File: config.mk
export PLATFORM = sky130hd
export DESIGN_NAME = mem_port_arbiter_flat
export DESIGN_NICKNAME = d
export VERILOG_FILES = /design/src/rtl/mem_arb_pkg.sv /design/src/rtl/mem_port_arbiter_if.sv /design/src/rtl/mem_arb_timer.sv /design/src/rtl/mem_port_arbiter.sv /design/src/flat_wrapper.sv
export SDC_FILE = /design/constraint.sdc
export NUM_CORES = 1
export LEC_CHECK = 0
export ABC_AREA = 1
export CORE_AREA = 2 2 191 193
export CTS_CLUSTER_SIZE = 25
export DETAILED_ROUTE_END_ITERATION = 8
export DIE_AREA = 0 0 193 195
export HOLD_SLACK_MARGIN = 0.1
export RECOVER_POWER = 100
export SLEW_MARGIN = 20
export SYNTH_ARGS = -nofsm -noshare
export SYNTH_HDL_FRONTEND = slang
export SYNTH_SLANG_ARGS = --single-unit
File: constraint.sdc
create_clock -name clk -period 17.2 [get_ports clk]
set_input_delay 2.58 -clock clk [delete_from_list [all_inputs] [get_ports clk]]
set_output_delay 2.58 -clock clk [all_outputs]
set_load 0.01 [all_outputs]
File: src/rtl/mem_arb_pkg.sv
// Shared types and widths for the IF/DM unified-memory arbiter.
package mem_arb_pkg;

  localparam int unsigned MAX_MEM_LATENCY = 15;
  localparam int unsigned LAT_W           = $clog2(MAX_MEM_LATENCY + 1);
  localparam int unsigned IF_W            = 32;

  typedef enum logic [1:0] {
    IDLE,
    ACCESS,
    WAIT,
    RESP
  } arb_state_t;

  typedef enum logic {
    OWN_IF,
    OWN_DM
  } owner_t;

endpackage

File: src/rtl/mem_port_arbiter_if.sv
// Requester-side and memory-side signals of the unified memory arbiter.
interface mem_port_arbiter_if #(
  parameter int unsigned ADDR_W = 64,
  parameter int unsigned DATA_W = 64
) ();
  import mem_arb_pkg::*;

  logic              if_req;
  logic [ADDR_W-1:0] if_addr;
  logic              if_ack;
  logic [IF_W-1:0]   if_rdata;

  logic              dm_req;
  logic              dm_we;
  logic [ADDR_W-1:0] dm_addr;
  logic [DATA_W-1:0] dm_wdata;
  logic              dm_ack;
  logic [DATA_W-1:0] dm_rdata;

  logic              mem_en;
  logic              mem_we;
  logic [ADDR_W-1:0] mem_addr;
  logic [DATA_W-1:0] mem_wdata;
  logic [DATA_W-1:0] mem_rdata;

  logic              busy;

  modport slave (
    input  if_req, if_addr, dm_req, dm_we, dm_addr, dm_wdata, mem_rdata,
    output if_ack, if_rdata, dm_ack, dm_rdata,
    output mem_en, mem_we, mem_addr, mem_wdata, busy
  );

  modport master (
    output if_req, if_addr, dm_req, dm_we, dm_addr, dm_wdata, mem_rdata,
    input  if_ack, if_rdata, dm_ack, dm_rdata,
    input  mem_en, mem_we, mem_addr, mem_wdata, busy
  );

endinterface

File: src/rtl/mem_arb_timer.sv
// Loadable down-counter; done_c flags the last cycle of the memory wait.
module mem_arb_timer
  import mem_arb_pkg::*;
(
  input  logic             clk,
  input  logic             reset,
  input  logic             load,
  input  logic [LAT_W-1:0] load_val,
  output logic             done_c
);

  logic [LAT_W-1:0] cnt;

  always_ff @(posedge clk or posedge reset) begin
    if (reset) begin
      cnt <= '0;
    end else if (load) begin
      cnt <= load_val;
    end else if (cnt != '0) begin
      cnt <= cnt - LAT_W'(1);
    end
  end

  assign done_c = (cnt == LAT_W'(1));

endmodule

File: src/rtl/mem_port_arbiter.sv
// Shares one fixed-latency single-ported memory between the instruction-fetch
// and load/store ports, one transaction at a time, with DM priority and IF anti-starvation.
module mem_port_arbiter
  import mem_arb_pkg::*;
#(
  parameter int unsigned ADDR_W       = 64,
  parameter int unsigned DATA_W       = 64,
  parameter int unsigned MEM_LATENCY  = 1,
  parameter int unsigned STARVE_LIMIT = 4
) (
  input logic               clk,
  input logic               reset,
  mem_port_arbiter_if.slave bus
);

  localparam int unsigned STARVE_W = $clog2(STARVE_LIMIT + 1);

  arb_state_t          state;
  owner_t              owner;
  logic                lat_we;
  logic [STARVE_W-1:0] starve_cnt;

  logic                if_grant_c;
  logic                dm_grant_c;
  logic                timer_load_c;
  logic                timer_done_c;
  logic [STARVE_W-1:0] starve_inc_c;

  mem_arb_timer u_timer (
    .clk      (clk),
    .reset    (reset),
    .load     (timer_load_c),
    .load_val (LAT_W'(MEM_LATENCY)),
    .done_c   (timer_done_c)
  );

  assign timer_load_c = (state == ACCESS);
  assign starve_inc_c = (starve_cnt == STARVE_W'(STARVE_LIMIT)) ? starve_cnt
                                                                 : starve_cnt + STARVE_W'(1);

  // Grant decision: fresh arbitration in IDLE, hand-off to the other port in RESP.
  always_comb begin
    if_grant_c = 1'b0;
    dm_grant_c = 1'b0;
    case (state)
      IDLE: begin
        if (bus.if_req && bus.dm_req) begin
          if (starve_cnt == STARVE_W'(STARVE_LIMIT)) if_grant_c = 1'b1;
          else                                       dm_grant_c = 1'b1;
        end else begin
          if_grant_c = bus.if_req;
          dm_grant_c = bus.dm_req;
        end
      end
      RESP: begin
        if (owner == OWN_DM) if_grant_c = bus.if_req;
        else                 dm_grant_c = bus.dm_req;
      end
      default: ;
    endcase
  end

  always_ff @(posedge clk or posedge reset) begin
    if (reset) begin
      state         <= IDLE;
      owner         <= OWN_IF;
      lat_we        <= 1'b0;
      starve_cnt    <= '0;
      bus.if_ack    <= 1'b0;
      bus.if_rdata  <= '0;
      bus.dm_ack    <= 1'b0;
      bus.dm_rdata  <= '0;
      bus.mem_en    <= 1'b0;
      bus.mem_we    <= 1'b0;
      bus.mem_addr  <= '0;
      bus.mem_wdata <= '0;
      bus.busy      <= 1'b0;
    end else begin
      bus.mem_en <= 1'b0;
      bus.mem_we <= 1'b0;
      bus.if_ack <= 1'b0;
      bus.dm_ack <= 1'b0;

      // mem_addr/mem_wdata double as the request latch for the whole transaction.
      if (if_grant_c || dm_grant_c) begin
        owner         <= if_grant_c ? OWN_IF : OWN_DM;
        lat_we        <= dm_grant_c & bus.dm_we;
        bus.mem_en    <= 1'b1;
        bus.mem_we    <= dm_grant_c & bus.dm_we;
        bus.mem_addr  <= if_grant_c ? ADDR_W'(bus.if_addr) : ADDR_W'(bus.dm_addr);
        if (dm_grant_c) bus.mem_wdata <= DATA_W'(bus.dm_wdata);
        state         <= ACCESS;
        bus.busy      <= 1'b1;
      end

      if (if_grant_c)                        starve_cnt <= '0;
      else if (dm_grant_c)                   starve_cnt <= bus.if_req ? starve_inc_c : '0;
      else if (state == IDLE && !bus.if_req) starve_cnt <= '0;

      case (state)
        ACCESS: state <= WAIT;
        WAIT: begin
          if (timer_done_c) begin
            state <= RESP;
            if (owner == OWN_IF) begin
              bus.if_ack   <= 1'b1;
              bus.if_rdata <= bus.mem_addr[2] ? bus.mem_rdata[2*IF_W-1:IF_W]
                                              : bus.mem_rdata[IF_W-1:0];
            end else begin
              bus.dm_ack <= 1'b1;
              if (!lat_we) bus.dm_rdata <= DATA_W'(bus.mem_rdata);
            end
          end
        end
        RESP: begin
          if (!(if_grant_c || dm_grant_c)) begin
            state    <= IDLE;
            bus.busy <= 1'b0;
          end
        end
        default: ;
      endcase
    end
  end

endmodule

File: src/flat_wrapper.sv
// flat-port wrapper written by rule: the top's interface ports become plain ports
module mem_port_arbiter_flat import mem_arb_pkg::*;
#(
  parameter int unsigned ADDR_W       = 64,
  parameter int unsigned DATA_W       = 64,
  parameter int unsigned MEM_LATENCY  = 1,
  parameter int unsigned STARVE_LIMIT = 4
)
  (clk, reset, bus_if_req, bus_if_addr, bus_dm_req, bus_dm_we, bus_dm_addr, bus_dm_wdata, bus_mem_rdata, bus_if_ack, bus_if_rdata, bus_dm_ack, bus_dm_rdata, bus_mem_en, bus_mem_we, bus_mem_addr, bus_mem_wdata, bus_busy);
  mem_port_arbiter_if #(.ADDR_W(ADDR_W), .DATA_W(DATA_W)) bus_i ();
  input logic clk;
  input logic reset;
  input wire logic [$bits(bus_i.if_req)-1:0] bus_if_req;
  input wire logic [$bits(bus_i.if_addr)-1:0] bus_if_addr;
  input wire logic [$bits(bus_i.dm_req)-1:0] bus_dm_req;
  input wire logic [$bits(bus_i.dm_we)-1:0] bus_dm_we;
  input wire logic [$bits(bus_i.dm_addr)-1:0] bus_dm_addr;
  input wire logic [$bits(bus_i.dm_wdata)-1:0] bus_dm_wdata;
  input wire logic [$bits(bus_i.mem_rdata)-1:0] bus_mem_rdata;
  output wire logic [$bits(bus_i.if_ack)-1:0] bus_if_ack;
  output wire logic [$bits(bus_i.if_rdata)-1:0] bus_if_rdata;
  output wire logic [$bits(bus_i.dm_ack)-1:0] bus_dm_ack;
  output wire logic [$bits(bus_i.dm_rdata)-1:0] bus_dm_rdata;
  output wire logic [$bits(bus_i.mem_en)-1:0] bus_mem_en;
  output wire logic [$bits(bus_i.mem_we)-1:0] bus_mem_we;
  output wire logic [$bits(bus_i.mem_addr)-1:0] bus_mem_addr;
  output wire logic [$bits(bus_i.mem_wdata)-1:0] bus_mem_wdata;
  output wire logic [$bits(bus_i.busy)-1:0] bus_busy;
  assign bus_i.if_req = bus_if_req;
  assign bus_i.if_addr = bus_if_addr;
  assign bus_i.dm_req = bus_dm_req;
  assign bus_i.dm_we = bus_dm_we;
  assign bus_i.dm_addr = bus_dm_addr;
  assign bus_i.dm_wdata = bus_dm_wdata;
  assign bus_i.mem_rdata = bus_mem_rdata;
  assign bus_if_ack = bus_i.if_ack;
  assign bus_if_rdata = bus_i.if_rdata;
  assign bus_dm_ack = bus_i.dm_ack;
  assign bus_dm_rdata = bus_i.dm_rdata;
  assign bus_mem_en = bus_i.mem_en;
  assign bus_mem_we = bus_i.mem_we;
  assign bus_mem_addr = bus_i.mem_addr;
  assign bus_mem_wdata = bus_i.mem_wdata;
  assign bus_busy = bus_i.busy;
  mem_port_arbiter #(.ADDR_W(ADDR_W), .DATA_W(DATA_W), .MEM_LATENCY(MEM_LATENCY), .STARVE_LIMIT(STARVE_LIMIT)) u_core (.clk(clk), .reset(reset), .bus(bus_i));
endmodule
==> summary.md <==
| Metric | Value |
|---|---|
| Crit. End Element | register |
| DIE HEIGHT | 195 µm |
| PostCTS Resize Cnt | 0 |
| Remaining antenna violation count | 0 |
| Area of the multi-input gates | 0.00354 mm² |
| Slew @ Worst Pin | 5.17 ns |
| Largest family of logic cells by synthesized area | simple AND/OR/NAND/NOR gates |
| Multiplexer area fraction after synthesis | 0 |
| Dominant cells by area after synthesis | dfrtp_1 (59%), nand2_1 (17%), nand3_1 (8.0%) |
| Die ar. | 0.0376 mm² |
| Most common cell after layout, fill and taps aside | nand2_1 |
| CP peak stage delay | 3.03 ns |
| Cells after synthesis | 1,148 |
| Synthesized net count | 1,417 |
| Slowest-stage cell, CP | clkbuf_1 |
| Hold WC Path Type | register to register |
| Layout Cells excl Fill | 2,089 |
| Adder-cell share of the synthesized area | 0.00984 |
| Crit Path Max Fanout | 95 |
| Syn-to-layout area delta | 59.8% |
| RSZ-0062 raised after global routing | no |
| Dpl cells | 2,036 |
| Top_reg_cell synth | dfrtp_1 |
| Routed length per instance | 17.2 µm |
| Power Total | 0.00286 W |
| TritonCTS buffer count | 28 |
| Total GRT Usage | 0.184 |
| Die width | 193 µm |
| Final min period | 9.86 ns |
| Initial DRC Count | 444 |
| Most frequent cells in the layout | nand2_1 (474), clkdlybuf4s50_1 (258), dfrtp_1 (239) |
| Clk Latency, worst-skew pair | 0.55 ns |
| TNS Setup | 0 ns |
| Final setup margin | 7.34 ns |
| Final number of hold-violating endpoints | 0 |
| Hold Path Cell Cnt | 2 |
| Seq/Total Area, Yosys | 0.590 |
| Io pins | 490 |
| Flops & latches, synth | 240 |
| Rel. slew slack | -2.46 |
| Outcome | finished with violations |
| Avg Cell Area, Syn | 8.86 µm² |
| Global-route wire length before repair | 54,700 µm |
| Sink Count | 240 |
| Warnings from Yosys | 0 |
| Final period utilization | 0.573 |
| Fillers | 3,464 |
| Fin nets | 1,874 |
| H-tree depth | 1 |
| CP arrival | 10.31 ns |
| Cells on worst reg2reg path | 8 |
| Synth unique cells | 30 |
| Max Cap Violations | 9 |
| Max VDD drop | 87.0 µV |
| Share of layout cells above drive strength 1 | 0.0375 |
| Number of I/O port buffers | 489 |
| Final setup viols | 0 |
| Register Area | 0.00601 mm² |
| Deepest clock path buffer count | 3 |
| Site Rows | 69 |
| Fin Hold WS | 0.466 ns |
| WL final | 36,000 µm |
| Global placement routability congestion | 0.810 |
| Vias/cell | 4.54 |
| Core Area | 0.0354 mm² |
| Root Buffer | clkbuf_16 |
| Critical path, cell by cell | dlygate4sd3_1 > nand3_1 > nand2_1 > nand2_1 > nand2_1 > clkinvlp_2 > clkbuf_1 > nand3_1 > nand3_1 |
| Post-synth top area share | 0.590 |
| Remaining global-route overflow | 0 |
| CP Launch Type | primary input |
| Crit Path Category | primary input to register |
| Fmax | 101 MHz |
| Post-synth EDFFs | 0 |
| Synth Area in XOR/XNOR | 0.00172 |
| Simple-gate share of the synthesized area | 0.268 |
| Post-CTS Setup Inserts | 0 |
| Hpwl dp | 25,400 µm |
| Required @ worst endpoint | 17.65 ns |
| Clock slew at reported path FFs | 0.06 ns |
| Post-synthesis cell area | 0.0102 mm² |
| Pwr/cell area | 176 mW/mm² |
| Async S/R FF share, synth | 1.00 |
| Pins Over Slew Limit | 679 |
| Hold_buf cts | 0 |
| Initial antenna violation count | 4 |
| Clock skew | 0.0182 ns |
| Vias in the first global route | 9,539 |
| Starting Density | 0.287 |
| Largest net degree at the start of global routing | 113 |
| CTS tree | built |
| DR DRC count | 0 |
| Via count | 9,493 |
| Leading area contributor after synthesis | dfrtp_1 |
| Pleak | 7.69 nW |
| Compound-Gate Fraction of Synth Area | 0.0706 |
| Failing checks | max-capacitance violations, max-slew violations |
| Drt pass-1 iters | 5 |
| DP Worst Slack | 11.41 ns |
[critical path: cells and delay by family]
kind | cells | cell delay [ns]
and+or+nand+nor | 6 | 2.34
buffers and inverters | 3 | 5.30
[cell type report]
class	count	share of cell area
flip-flops and latches	240	0.369
repair buffers	498	0.304
multi-input cells	779	0.218
clock buffers	38	0.0485
well taps	461	0.0355
inverters	58	0.0135
clock inverters	14	0.0113
diodes	1	0.000154
[per-stage QoR]
step	area (µm²)	utilization
5_1_grt	16300	0.459
3_5_place_dp	15300	0.434
4_1_cts	16300	0.461
2_1_floorplan	10200	-
3_3_place_gp	15300	0.434
6_report	16300	0.459
[state kept, by name, indices dropped and copies added, names as in the netlist, 2 cells and up]
signal	count
u_core.bus.dm_rdata	64
u_core.bus.mem_addr	64
u_core.bus.mem_wdata	64
u_core.bus.if_rdata	32
u_core.u_timer.cnt	4
u_core.starve_cnt	3
u_core.state	2
[power breakdown]
part	leakage (nW)	internal [W]	switching [W]
Clock	0.482	0.000380	0.000241
Sequential	2.94	0.000841	0.000138
Combinational	4.27	0.000599	0.000664
Total	7.69	0.00182	0.00104
[metal layers]
layer,global-route usage,share of wire
met3,0.0640,0.11
met2,0.319,0.48
met1,0.214,0.38
met4,0.0502,0.027
met5,0,0.00033
[cell usage after synthesis (8+ instances only)]
master and count:
nand3_1 162, o21ai_0 31, o21ai_1 11, buf_2 23, ha_1 8, o21a_1 32
clkbuf_1 27, inv_1 53, nand2_1 471, dfrtp_1 240, o211ai_1 31, buf_4 10
nor2_1 12
[cell families after synthesis]
| logic type | after synthesis |
|---|---|
| XOR/XNOR | 2 |
| buffers and inverters | 129 |
| AO/OA/AOI/OAI | 111 |
| adder cells (fa/ha/maj) | 8 |
| flip-flops | 240 |
| AND/OR/NAND/NOR | 658 |
[final timing paths]
| kind | to | start | slack, ns |
|---|---|---|---|
| max in group asynchronous | u_core.bus.mem_addr[2] | reset | 8.01 |
| setup / recovery | u_core.bus.mem_addr[46] | bus_if_req | 7.34 |
| min in group asynchronous | u_core.bus.if_rdata[15] | reset | 4.09 |
| hold / removal | u_core.bus.dm_rdata[42] | u_core.bus.dm_rdata[42] | 0.47 |
| hold reg to reg | u_core.bus.dm_rdata[42] | u_core.bus.dm_rdata[42] | 0.47 |
| setup reg to reg | u_core.bus.mem_addr[46] | u_core.state[0] | 9.21 |
Note: power is estimated with default switching activity, not from simulation.
